--- src/rtl/data_memory_ctrl.sv ---
// data_memory_ctrl
//   CPU-to-data-memory controller. Accepts byte/half/word loads and stores on a
//   byte address and issues one word-addressed, byte-lane-enabled memory access.
//   Load data is lane-aligned and zero- or sign-extended. The memory may take any
//   number of cycles to answer with mem_ack. An access times out after TIMEOUT
//   cycles without an ack (TIMEOUT=0 waits forever).
//
// Ports
//   clk, reset            clock; synchronous active-high reset
//   addr                  CPU byte address
//   read_en, write_en     load / store request, sampled while busy=0
//   size                  0=byte 1=half 2=word 3=illegal
//   sign_ext              sign-extend (1) or zero-extend (0) load data
//   data_write            right-justified store data
//   data_read             last successful load result
//   busy, done, error     access in progress / completion pulse / error qualifier
//   mem_addr              memory word address
//   mem_read_en           read strobe, held until mem_ack
//   mem_write_en          write strobe, held until mem_ack
//   mem_byte_en           byte lane enables
//   mem_write_val         lane-shifted store data
//   mem_read_val, mem_ack memory read data and completion
module data_memory_ctrl #(
    parameter int MEM_WIDTH = 32,
    parameter int MEM_SIZE  = 256,
    parameter int TIMEOUT   = 16
) (
    input  logic                                   clk,
    input  logic                                   reset,
    input  logic [$clog2(MEM_SIZE*MEM_WIDTH/8)-1:0] addr,
    input  logic                                   read_en,
    input  logic                                   write_en,
    input  logic [1:0]                             size,
    input  logic                                   sign_ext,
    input  logic [MEM_WIDTH-1:0]                   data_write,
    output logic [MEM_WIDTH-1:0]                   data_read,
    output logic                                   busy,
    output logic                                   done,
    output logic                                   error,
    output logic [$clog2(MEM_SIZE)-1:0]            mem_addr,
    output logic                                   mem_read_en,
    output logic                                   mem_write_en,
    output logic [MEM_WIDTH/8-1:0]                 mem_byte_en,
    output logic [MEM_WIDTH-1:0]                   mem_write_val,
    input  logic [MEM_WIDTH-1:0]                   mem_read_val,
    input  logic                                   mem_ack
);

    localparam int NB      = MEM_WIDTH / 8;
    localparam int OFF_W   = $clog2(NB);
    localparam int ADDR_W  = $clog2(MEM_SIZE * NB);
    localparam int CNT_W   = (TIMEOUT > 1) ? $clog2(TIMEOUT) : 1;
    localparam int TO_LAST = (TIMEOUT > 0) ? TIMEOUT - 1 : 0;

    localparam logic [1:0] S_IDLE   = 2'd0;
    localparam logic [1:0] S_ACCESS = 2'd1;
    localparam logic [1:0] S_DONE   = 2'd2;

    logic [1:0]       state;
    logic [CNT_W-1:0] cnt;
    logic [OFF_W-1:0] lat_off;
    logic [OFF_W:0]   lat_bytes;
    logic             lat_sign;

    // Request decode
    logic [OFF_W:0]       req_bytes;
    logic [OFF_W-1:0]     req_off;
    logic                 req_err;
    logic [NB-1:0]        req_be;
    logic [MEM_WIDTH-1:0] req_mask;
    logic [MEM_WIDTH-1:0] req_wval;

    always_comb begin
        req_bytes = '0;
        case (size)
            2'd0:    req_bytes = (OFF_W+1)'(1);
            2'd1:    req_bytes = (OFF_W+1)'(2);
            2'd2:    req_bytes = (OFF_W+1)'(NB);
            default: req_bytes = '0;
        endcase
        req_off  = addr[OFF_W-1:0];
        req_err  = (read_en && write_en) || (size == 2'd3)
                 || (size == 2'd1 && addr[0])
                 || (size == 2'd2 && addr[OFF_W-1:0] != '0);
        // Shifting all-ones by the full width yields zero, so the full-word
        // case naturally produces an all-ones mask.
        req_be   = (~({NB{1'b1}} << req_bytes)) << req_off;
        req_mask = ~({MEM_WIDTH{1'b1}} << {req_bytes, 3'b000});
        req_wval = (data_write & req_mask) << {req_off, 3'b000};
    end

    // Load data alignment and extension
    logic [MEM_WIDTH-1:0] rd_shift;
    logic [MEM_WIDTH-1:0] rd_mask;
    logic [OFF_W+3:0]     rd_nbits_m1;
    logic                 rd_msb;
    logic [MEM_WIDTH-1:0] load_val;

    always_comb begin
        rd_shift    = mem_read_val >> {lat_off, 3'b000};
        rd_mask     = ~({MEM_WIDTH{1'b1}} << {lat_bytes, 3'b000});
        rd_nbits_m1 = {lat_bytes, 3'b000} - (OFF_W+4)'(1);
        rd_msb      = rd_shift[rd_nbits_m1[OFF_W+2:0]];
        load_val    = rd_shift & rd_mask;
        if (lat_sign && rd_msb) begin
            load_val = load_val | ~rd_mask;
        end
    end

    assign busy = (state != S_IDLE);
    assign done = (state == S_DONE);

    always_ff @(posedge clk) begin
        if (reset) begin
            state         <= S_IDLE;
            cnt           <= '0;
            lat_off       <= '0;
            lat_bytes     <= '0;
            lat_sign      <= 1'b0;
            data_read     <= '0;
            error         <= 1'b0;
            mem_addr      <= '0;
            mem_read_en   <= 1'b0;
            mem_write_en  <= 1'b0;
            mem_byte_en   <= '0;
            mem_write_val <= '0;
        end else begin
            case (state)
                S_IDLE: begin
                    if (read_en || write_en) begin
                        lat_off   <= req_off;
                        lat_bytes <= req_bytes;
                        lat_sign  <= sign_ext;
                        error     <= req_err;
                        cnt       <= '0;
                        if (req_err) begin
                            state <= S_DONE;
                        end else begin
                            state         <= S_ACCESS;
                            mem_addr      <= addr[ADDR_W-1:OFF_W];
                            mem_read_en   <= read_en;
                            mem_write_en  <= write_en;
                            mem_byte_en   <= write_en ? req_be : '1;
                            mem_write_val <= write_en ? req_wval : '0;
                        end
                    end
                end
                S_ACCESS: begin
                    if (mem_ack) begin
                        mem_read_en  <= 1'b0;
                        mem_write_en <= 1'b0;
                        if (mem_read_en) begin
                            data_read <= load_val;
                        end
                        state <= S_DONE;
                    end else if (TIMEOUT != 0 && cnt == CNT_W'(TO_LAST)) begin
                        mem_read_en  <= 1'b0;
                        mem_write_en <= 1'b0;
                        error        <= 1'b1;
                        state        <= S_DONE;
                    end else begin
                        cnt <= cnt + CNT_W'(1);
                    end
                end
                S_DONE: begin
                    error <= 1'b0;
                    state <= S_IDLE;
                end
                default: begin
                    state <= S_IDLE;
                end
            endcase
        end
    end

endmodule

--- config.mk ---
export PLATFORM = sky130hd
export DESIGN_NAME = data_memory_ctrl
export DESIGN_NICKNAME = d
export VERILOG_FILES = /design/src/rtl/data_memory_ctrl.sv
export SDC_FILE = /design/constraint.sdc
export NUM_CORES = 1
export LEC_CHECK = 0
export ABC_AREA = 0
export CORE_ASPECT_RATIO = 1.2
export CORE_MARGIN = 3
export CORE_UTILIZATION = 42
export DETAILED_ROUTE_END_ITERATION = 7
export PLACE_DENSITY = 0.87
export SETUP_SLACK_MARGIN = 0.3
export SYNTH_ARGS = -nofsm -noshare
export SYNTH_HDL_FRONTEND = slang
export SYNTH_SLANG_ARGS = --single-unit
--- constraint.sdc ---
create_clock -name clk -period 2.3 [get_ports clk]
set_input_delay 0.69 -clock clk [delete_from_list [all_inputs] [get_ports clk]]
set_output_delay 0.69 -clock clk [all_outputs]
set_load 0.03 [all_outputs]
==> summary.txt, run 1 <==
Run status
  – Run status: finished clean

Floorplan
  – I/O pin total: 163
  – DIE AREA: 0.0128 mm^2
  – Starting density of the core: 43.3%
  – Core Box Area: 0.0111 mm^2
  – Rows: 42
  – Die width: 104 um
  – Die H: 123 um

Setup path
  – CP max FO: 7
  – CP endpoint kind: flip-flop
  – Critical path arrival: 2.55 ns
  – CP Launch Type: input port
  – R2R depth: 10
  – Worst r2r src: state[0]$_SDFFE_PP0P_
  – Critical path class: input port to flip-flop
  – Setup slack, reg-to-reg: 0.29 ns
  – Worst R2R End: mem_write_val[22]$_SDFFE_PP0P_
  – CP Data Required Time: 2.55 ns

Route
  – Pre-antenna DRT Iters: 5
  – Antenna-violating nets left: 0
  – Total number of vias: 5320
  – Post-Route WL: 18.0 mm
  – Starting DRT DRC Count: 368
  – DRC viols: 0
  – Vias/cell: 5.75
  – Wire per inst: 19.4 um

GRT
  – GR Overflow Total: 0
  – First-pass GRT wire length: 26.9 mm
  – Largest net degree at the start of global routing: 38
  – Vias in the first global route: 5315
  – Initial antenna violation count: 0
  – GRT Util Overall: 26.4%

Synthesis
  – Synthesized area per cell: 8.43 um^2
  – Syn. warnings: 0
  – Yosys top cell area share: 37.8%
  – Post-synthesis sequential area ratio: 37.8%
  – Top_reg_cell synth: dfxtp_1
  – EDFF count, synth: 0
  – Syn Nets: 667
  – Count of cell types in the netlist: 53
  – Synth area leader: dfxtp_1
  – Yosys reg bits: 91
  – Top-count cell post-synth: dfxtp_1
  – FFs w/ async S/R, synth: 0%
  – Commonest cells post-synth: dfxtp_1, nand2_1, nor2_1
  – Gate Count Post-Synth: 572
  – Top cells by area, synth: dfxtp_1, nand2_1, a211oi_1, mux2i_1, nor2_1
  – Mapped Area: 0.00482 mm^2

Power
  – Maximum vdd drop: 0.475 mV
  – Pwr Density: 588 mW/mm^2
  – Leakage: 0.00316 uW

Finish
  – Area grow syn2layout: 60.6%
  – Final-stage net count: 862
  – Multi-input gate area: 0.00309 mm^2
  – Share of cells above drive strength 1: 23.8%
  – Sequential cell area: 0.00183 mm^2
  – # diodes: 0
  – FILL cells: 850
  – Post-layout util: 69.5%

Clock network
  – Root Buffer: clkbuf_16
  – TritonCTS clock tree: built
  – CTS buffer count: 9
  – Post-CTS Hold Fix Bufs: 0
  – Depth of the CTS H-tree: 3
  – Clk_lat worst skew: 0.34 ns
  – Buffer depth of the longest clock path: 2
  – Worst-path clk slew: 0.07 ns
  – Clock tree sinks: 91

Timing
  – Slew at the pin closest to its max-slew limit: 0.617 ns
  – RSZ-0062 raised after global routing: yes
  – Fin. Hold Viols: 0
  – Final setup skew: 0.00939 ns
  – Slew headroom: 58.7%
  – Min Hold Slack: 0.453 ns
  – Finish-stage setup viols: 0
  – Fin crit share: 99.9%
  – Max Slew Vio Count: 0
  – Tmin final: 2.30 ns
  – Max frequency: 435 MHz

Min path
  – Hold WC Path Type: flip-flop to flip-flop
  – Hold Crit Depth: 2
  – Worst Hold End: mem_addr[6]$_SDFFE_PP0P_
  – Hold path start: mem_addr[6]$_SDFFE_PP0P_

Run
  – Max-cap violation count: 0

Place
  – DP Wirelength: 12.3 mm
  – Final estimated routing congestion in global placement: 0.985
  – Port bufs: 162
[cells by family (layout without fill, tap and decap cells)]
logic type	after synthesis	in the layout	synth area share [%]
buf+inv	60	260	5.40
flops	91	91	37.8
fa+ha+maj	13	13	3.37
xor+xnor	1	1	0.182
simple gates	217	217	21.3
mux	33	33	7.06
compound gates	157	157	24.9
[routing by layer]
metal	GRT usage, %	routed length (um)
met5	0	0
met4	12.5	507
met3	5.90	1420
met2	48.5	9320
met1	29.0	6720
[per-stage QoR]
stage	power [uW]	setup WS (ns)	area, um^2	cells	TNS, ns
after CTS	4500	0.168	7600	923	0
after global routing	4720	-0.00812	7740	926	-0.0112
final	4550	0.00199	7740	926	0
after global placement	2900	-0.452	6930	895	-28.03
after detailed placement	2930	-0.543	6930	895	-30.78
after floorplan	2400	0.176	4860	572	0
[where the power goes]
part           internal [uW]  total (uW)  switching [uW]
Combinational            643        1410             764
Sequential              1650        1710            58.9
Clock                    763        1440             677
Total                   3050        4550            1500
[area by class of cell]
type / instances / share of cell area [%]
well taps: 154 / 2.49
flip-flops and latches: 91 / 23.6
clock buffers: 9 / 2.91
inverters: 11 / 0.695
multi-input cells: 421 / 40.0
repair buffers: 233 / 29.4
clock inverters: 7 / 0.921
[worst max-delay path by stage]
| stage | endpoint | start | depth (start not counted) | slack (ns) |
|---|---|---|---|---|
| after global routing | mem_write_val[25]$_SDFFE_PP0P_ | size[1] | 13 | -0.008 |
| final | mem_write_val[30]$_SDFFE_PP0P_ | size[1] | 13 | 0.002 |
| after detailed placement | mem_write_val[19]$_SDFFE_PP0P_ | size[1] | 9 | -0.54 |
| after global placement | mem_write_val[9]$_SDFFE_PP0P_ | size[1] | 10 | -0.45 |
| after CTS | mem_write_val[25]$_SDFFE_PP0P_ | size[1] | 13 | 0.17 |
| after floorplan | mem_write_val[27]$_SDFFE_PP0P_ | size[1] | 8 | 0.18 |
[critical path, stage by stage]
cell	delay, ns
buf_6	0.09
buf_8	0.12
buf_12	0.12
ha_4	0.15
a221o_1	0.29
buf_4	0.15
buf_6	0.12
nor3_4	0.17
buf_12	0.18
buf_12	0.11
buf_16	0.12
nor2_1	0.04
nor3_1	0.18
[cell usage in the layout, fill, tap and decap left out, types with 10 or more instances in the layout]
cell type / n
dfxtp_1: 88
nand3_1: 21
clkdlybuf4s50_1: 73
nor2_1: 53
a211oi_1: 33
o2bb2ai_1: 15
buf_4: 46
a21oi_1: 35
buf_6: 10
inv_1: 10
dlygate4sd2_1: 84
mux2i_1: 23
nand2_1: 65
[flip-flops by register name, summed over array words and instances (netlist names)]
register and count:
cnt 4, data_read 32, error 1, lat_bytes 3, lat_off 2, lat_sign 1
mem_addr 8, mem_byte_en 4, mem_read_en 1, mem_write_en 1, mem_write_val 32, state 2
[what timing repair did]
action	4_1_cts	5_1_grt
endpoints found under the setup margin	162	75
cloned	4	0
pin swaps	34	15
gates resized for setup	174	29
setup buffers	8	3
No activity file was read; power rests on OpenSTA's default activity.
==> inputs of run 2 (changes only) <==
--- a/config.mk
+++ b/config.mk
@@ -17 +17,2 @@
 export SYNTH_SLANG_ARGS = --single-unit
+export TNS_END_PERCENT = 1
--- a/constraint.sdc
+++ b/constraint.sdc
@@ -3,2 +3,2 @@
 set_output_delay 0.69 -clock clk [all_outputs]
-set_load 0.03 [all_outputs]
+set_load 0.005 [all_outputs]
==> run 2 against run 1 <==
Effect of this change:
- combinational power down 16%
- flip-flop and latch count unchanged
- global-route usage down 1.3 points
- fmax up 11%
- non-clock buffer count down 3
- critical path depth down 7
- worst hold slack better by 0.0060 ns
- wire length down 7.9%
- clock-buffer cell count unchanged
- largest cell class unchanged
==> summary.txt, run 2 (synthesis gave the netlist of run 1 again) <==
Floorplan
  – Rows: 42
  – Starting density of the core: 43.3%
  – I/O pin total: 163
  – Die width: 104 um
  – Core Box Area: 0.0111 mm^2
  – Die H: 123 um
  – DIE AREA: 0.0128 mm^2

GRT
  – GR Overflow Total: 0
  – Largest net degree at the start of global routing: 43
  – Initial antenna violation count: 0
  – First-pass GRT wire length: 26.1 mm
  – Vias in the first global route: 5276
  – GRT Util Overall: 25.1%

Setup path
  – Critical path arrival: 2.27 ns
  – Worst path max stage delay: 0.44 ns
  – CP Data Required Time: 2.50 ns
  – Critical path class: input port to flip-flop
  – CP Launch Type: input port
  – CP max FO: 8
  – Slowest cell on crit path: clkdlybuf4s50_1
  – Crit-path cells: clkdlybuf4s50_1 -> mux2_2 -> a311o_2 -> a31oi_2 -> buf_4 -> a211oi_1
  – CP endpoint kind: flip-flop

Clock network
  – Clock tree sinks: 91
  – Worst-path clk slew: 0.07 ns
  – Root Buffer: clkbuf_16
  – Clk_lat worst skew: 0.34 ns
  – TritonCTS clock tree: built
  – Buffer depth of the longest clock path: 2
  – Post-CTS Hold Fix Bufs: 0
  – Depth of the CTS H-tree: 3
  – CTS buffer count: 9

Power
  – Maximum vdd drop: 0.425 mV
  – Leakage: 0.00270 uW
  – Switching fraction of total power: 29.1%
  – Pwr Density: 595 mW/mm^2
  – Clk network pwr share: 34.6%
  – Comb pwr share: 26.9%
  – Register share of total power: 38.5%
  – P_sw: 1280 uW
  – Internal Power: 3130 uW

Place
  – Dpl cells: 896
  – Port bufs: 162
  – Dpl ws: -0.538 ns
  – DP Wirelength: 12.4 mm
  – Final estimated routing congestion in global placement: 0.954

Run
  – Max-cap violation count: 0

Timing
  – RSZ-0062 raised after global routing: yes
  – Final setup skew: 0.00670 ns
  – Max frequency: 484 MHz
  – Slew at the pin closest to its max-slew limit: 0.623 ns
  – Finish-stage setup viols: 0
  – Max Slew Vio Count: 0
  – PnR worst setup slack: 0.233 ns
  – Slew headroom: 58.3%
  – Fin. Hold Viols: 0
  – Setup TNS: 0 ns
  – Fin crit share: 89.9%
  – Tmin final: 2.07 ns
  – Min Hold Slack: 0.459 ns

Route
  – Pre-antenna DRT Iters: 6
  – Post-Route WL: 16.5 mm
  – Wire per inst: 17.9 um
  – DRC viols: 0
  – Starting DRT DRC Count: 326
  – Antenna-violating nets left: 0
  – Total number of vias: 5299
  – Vias/cell: 5.74

Finish
  – # diodes: 0
  – FILL cells: 864
  – Final-stage net count: 859
  – Largest regs: data_read x32, mem_write_val x32, mem_addr x8
  – Share of cells above drive strength 1: 16.9%
  – Finished Layout Cells: 923
  – Commonest non-fill, non-tap cells in the layout: clkdlybuf4s50_1, dfxtp_1, nand2_1
  – Leading cell type in the layout, fill and taps excluded: clkdlybuf4s50_1
  – Area grow syn2layout: 53.7%

Run status
  – Run status: finished clean

Min path
  – Hold WC Path Type: flip-flop to flip-flop
==> run 2: cell count changes in the layout (fill, tap and decap cells not counted), sizes merged, moves of 3 or more <==
cell / delta
buf: -8
clkbuf: +3
clkdlybuf4s50: +79
clkinv: -3
dlygate4sd2: -80
dlymetal6s2s: +3
==> run 2: routing by layer <==
layer  part of all wire, %  global-route usage (%)
met1                    37                    26.8
met2                    49                    45.4
met3                   8.4                    6.27
met4                   5.1                    14.5
met5                     0                       0
==> run 2: path summary, 6_finish.rpt <==
| path | end | depth (start not counted) | startpoint | slack [ns] |
|---|---|---|---|---|
| setup / recovery | data_read[9]$_SDFFE_PP0P_ | 6 | mem_read_val[23] | 0.23 |
| setup reg to reg | data_read[23]$_SDFFE_PP0P_ | 7 | lat_bytes[0]$_SDFFE_PP0P_ | 0.39 |
| hold reg to reg | mem_addr[3]$_SDFFE_PP0P_ | 2 | mem_addr[3]$_SDFFE_PP0P_ | 0.46 |
| hold / removal | mem_addr[3]$_SDFFE_PP0P_ | 2 | mem_addr[3]$_SDFFE_PP0P_ | 0.46 |
==> run 2: power by group through the flow <==
stage,logic (uW),clock network (uW),registers (uW)
2_1_floorplan,556,0,1720
4_1_cts,1140,1540,1690
6_report,1190,1530,1700
5_1_grt,1280,1600,1700
3_5_place_dp,1100,0,1730
3_3_place_gp,1070,0,1730
==> run 2: stage by stage <==
| stage | power (uW) | area [um^2] | util, % |
|---|---|---|---|
| after floorplan | 2280 | 4820 | - |
| after global placement | 2800 | 6910 | 62.0 |
| after detailed placement | 2830 | 6910 | 62.0 |
| after CTS | 4380 | 7310 | 65.6 |
| after global routing | 4580 | 7410 | 66.5 |
| final | 4410 | 7410 | 66.5 |
==> run 2: critical path, delay by kind of cell <==
family	cells	cell delay, ns
mux	1	0.29
buf+inv	2	0.64
compound gates	3	0.65
==> run 2: cell type report <==
class,count,area [um^2],share of cell area [%]
clock buffers,9,225,3.04
clock inverters,7,81.3,1.10
inverters,11,43.8,0.591
multi-input cells,421,2810,38.0
flip-flops and latches,91,1820,24.6
well taps,154,193,2.60
repair buffers,230,2230,30.1
==> run 2: what timing repair did <==
action,CTS,global route
pin swaps,6,7
cloned,0,1
setup buffers,8,2
setup endpoints to repair,83,83
gates resized for setup,19,21
==> inputs of run 3 (changes only) <==
Settings changed: SKIP_CTS_REPAIR_TIMING set to 1.
==> run 3 against run 2 <==
Effect of this change:
- first-iteration DRC count decreased by 5.2%
- flip-flop and latch count unchanged
- global-route usage decreased by 0.39 points
- design area about the same
- worst hold slack got worse by 0.00097 ns
- utilization about the same
- die area unchanged
- total power about the same
- largest power group unchanged
- highest routed layer unchanged
==> summary.txt, run 3 (synthesis gave the netlist of run 1 again) <==
Run status
  – Run status: finished clean

Power
  – Maximum vdd drop: 0.429 mV
  – Comb pwr share: 26.9%
  – Clk network pwr share: 34.7%
  – Total power: 4410 uW
  – Register share of total power: 38.4%
  – Internal Power: 3120 uW
  – Leakage: 0.00270 uW
  – Pwr Density: 595 mW/mm^2
  – Switching fraction of total power: 29.2%
  – P_sw: 1290 uW

Route
  – Post-Route WL: 16.6 mm
  – Pre-antenna DRT Iters: 5
  – Vias/cell: 5.75
  – Starting DRT DRC Count: 309
  – Wire per inst: 18.0 um
  – Antenna-violating nets left: 0
  – Total number of vias: 5295
  – DRC viols: 0

GRT
  – Gr busiest metal: met2
  – Grt met3 use: 6.11%
  – Vias in the first global route: 5175
  – Met2 Use GR: 44.9%
  – GR Overflow Total: 0
  – First-pass GRT wire length: 25.6 mm
  – Largest net degree at the start of global routing: 43
  – GRT met1 Usage: 26.8%
  – Initial antenna violation count: 0
  – GRT Util Overall: 24.7%

Timing
  – Fin. Hold Viols: 0
  – Slew at the pin closest to its max-slew limit: 0.613 ns
  – Max Slew Vio Count: 0
  – Setup TNS: 0 ns
  – Final setup skew: 0.00637 ns
  – Fin crit share: 96.6%
  – Slew headroom: 58.9%
  – Finish-stage setup viols: 0
  – Tmin final: 2.22 ns
  – RSZ-0062 raised after global routing: yes
  – Max frequency: 450 MHz

Finish
  – Sequential cell area: 0.00182 mm^2
  – Final-stage net count: 857
  – Largest regs: data_read x32, mem_write_val x32, mem_addr x8
  – Area grow syn2layout: 53.6%
  – # diodes: 0
  – Multi-input gate area: 0.00283 mm^2
  – Leading cell type in the layout, fill and taps excluded: clkdlybuf4s50_1
  – Post-layout util: 66.5%
  – FILL cells: 861
  – Commonest non-fill, non-tap cells in the layout: clkdlybuf4s50_1, dfxtp_1, nand2_1
  – Share of cells above drive strength 1: 16.8%
  – Final instance area: 0.00741 mm^2

Floorplan
  – Core Box Area: 0.0111 mm^2
  – Rows: 42
  – I/O pin total: 163
  – DIE AREA: 0.0128 mm^2
  – Starting density of the core: 43.3%
  – Die width: 104 um
  – Die H: 123 um

Setup path
  – Most frequent CP cell: buf_6
  – CP max FO: 8
  – Crit-path leading delay family: buffers and inverters
  – Critical path arrival: 2.49 ns
  – CP endpoint kind: flip-flop
  – CP Data Required Time: 2.57 ns
  – CP Buf/Inv Count: 5
  – Worst path max stage delay: 0.49 ns
  – Crit-path cells: clkdlybuf4s50_1 -> a221o_1 -> buf_4 -> nor3_4 -> buf_6 -> buf_12 -> nand3b_1 -> buf_6 -> o2bb2ai_1
  – CP Launch Type: input port
  – Slowest cell on crit path: clkdlybuf4s50_1
  – Critical path class: input port to flip-flop

Clock network
  – CTS buffer count: 9
  – TritonCTS clock tree: built
  – Clk_lat worst skew: 0.34 ns
  – Worst-path clk slew: 0.07 ns
  – Root Buffer: clkbuf_16
  – Depth of the CTS H-tree: 3
  – Buffer depth of the longest clock path: 2
  – Clock tree sinks: 91

Place
  – DP Wirelength: 12.4 mm
  – Port bufs: 162
  – Placed Area: 0.00691 mm^2
  – Final estimated routing congestion in global placement: 0.954

Min path
  – Hold WC Path Type: flip-flop to flip-flop

Run
  – Max-cap violation count: 0
[run 3: area by class of cell]
class | instances | area share, %
clock buffer | 9 | 3.04
clock inverter | 7 | 1.10
inverter | 11 | 0.557
multi-input combinational | 421 | 38.2
sequential | 91 | 24.6
tap | 154 | 2.60
timing repair buffer | 228 | 29.9
[run 3: per-layer routing]
layer / share of wire (%) / up-vias
met1: 38 / 2501
met3: 8.4 / 48
met4: 4.0 / 0
met2: 50 / 289
met5: 0 / -
li1: - / 2457
[run 3: final timing paths]
path,from,end,slack [ns],cells past startpoint
max,addr[0],mem_write_val[21]$_SDFFE_PP0P_,0.08,9
min reg2reg,mem_addr[3]$_SDFFE_PP0P_,mem_addr[3]$_SDFFE_PP0P_,0.46,2
min,mem_addr[3]$_SDFFE_PP0P_,mem_addr[3]$_SDFFE_PP0P_,0.46,2
max reg2reg,lat_bytes[1]$_SDFFE_PP0P_,data_read[9]$_SDFFE_PP0P_,0.29,7
[run 3: worst register-to-register path: cells and delay by family, from the launching register on]
| kind | cells | cell delay, ns |
|---|---|---|
| and+or+nand+nor | 1 | 0.22 |
| adders and majority gates | 1 | 0.38 |
| AOI/OAI and AO/OA | 3 | 0.71 |
| buffers and inverters | 2 | 0.25 |
| DFF | 1 | 0.37 |
[run 3: stage by stage]
stage / hold slack [ns] / cells / setup slack (ns)
after global routing: 0.480 / 921 / 0.0350
final: 0.458 / 921 / 0.0773
after floorplan: 0.448 / 572 / 0.120
after CTS: 0.459 / 912 / -0.196
after detailed placement: 0.448 / 896 / -0.538
after global placement: 0.440 / 896 / -0.358
[run 3: power groups by stage]
stage,Combinational (uW),Sequential (uW),Clock (uW)
6_report,1190,1690,1530
5_1_grt,1270,1700,1600
4_1_cts,1100,1690,1540
3_5_place_dp,1100,1730,0
3_3_place_gp,1070,1730,0
2_1_floorplan,556,1720,0
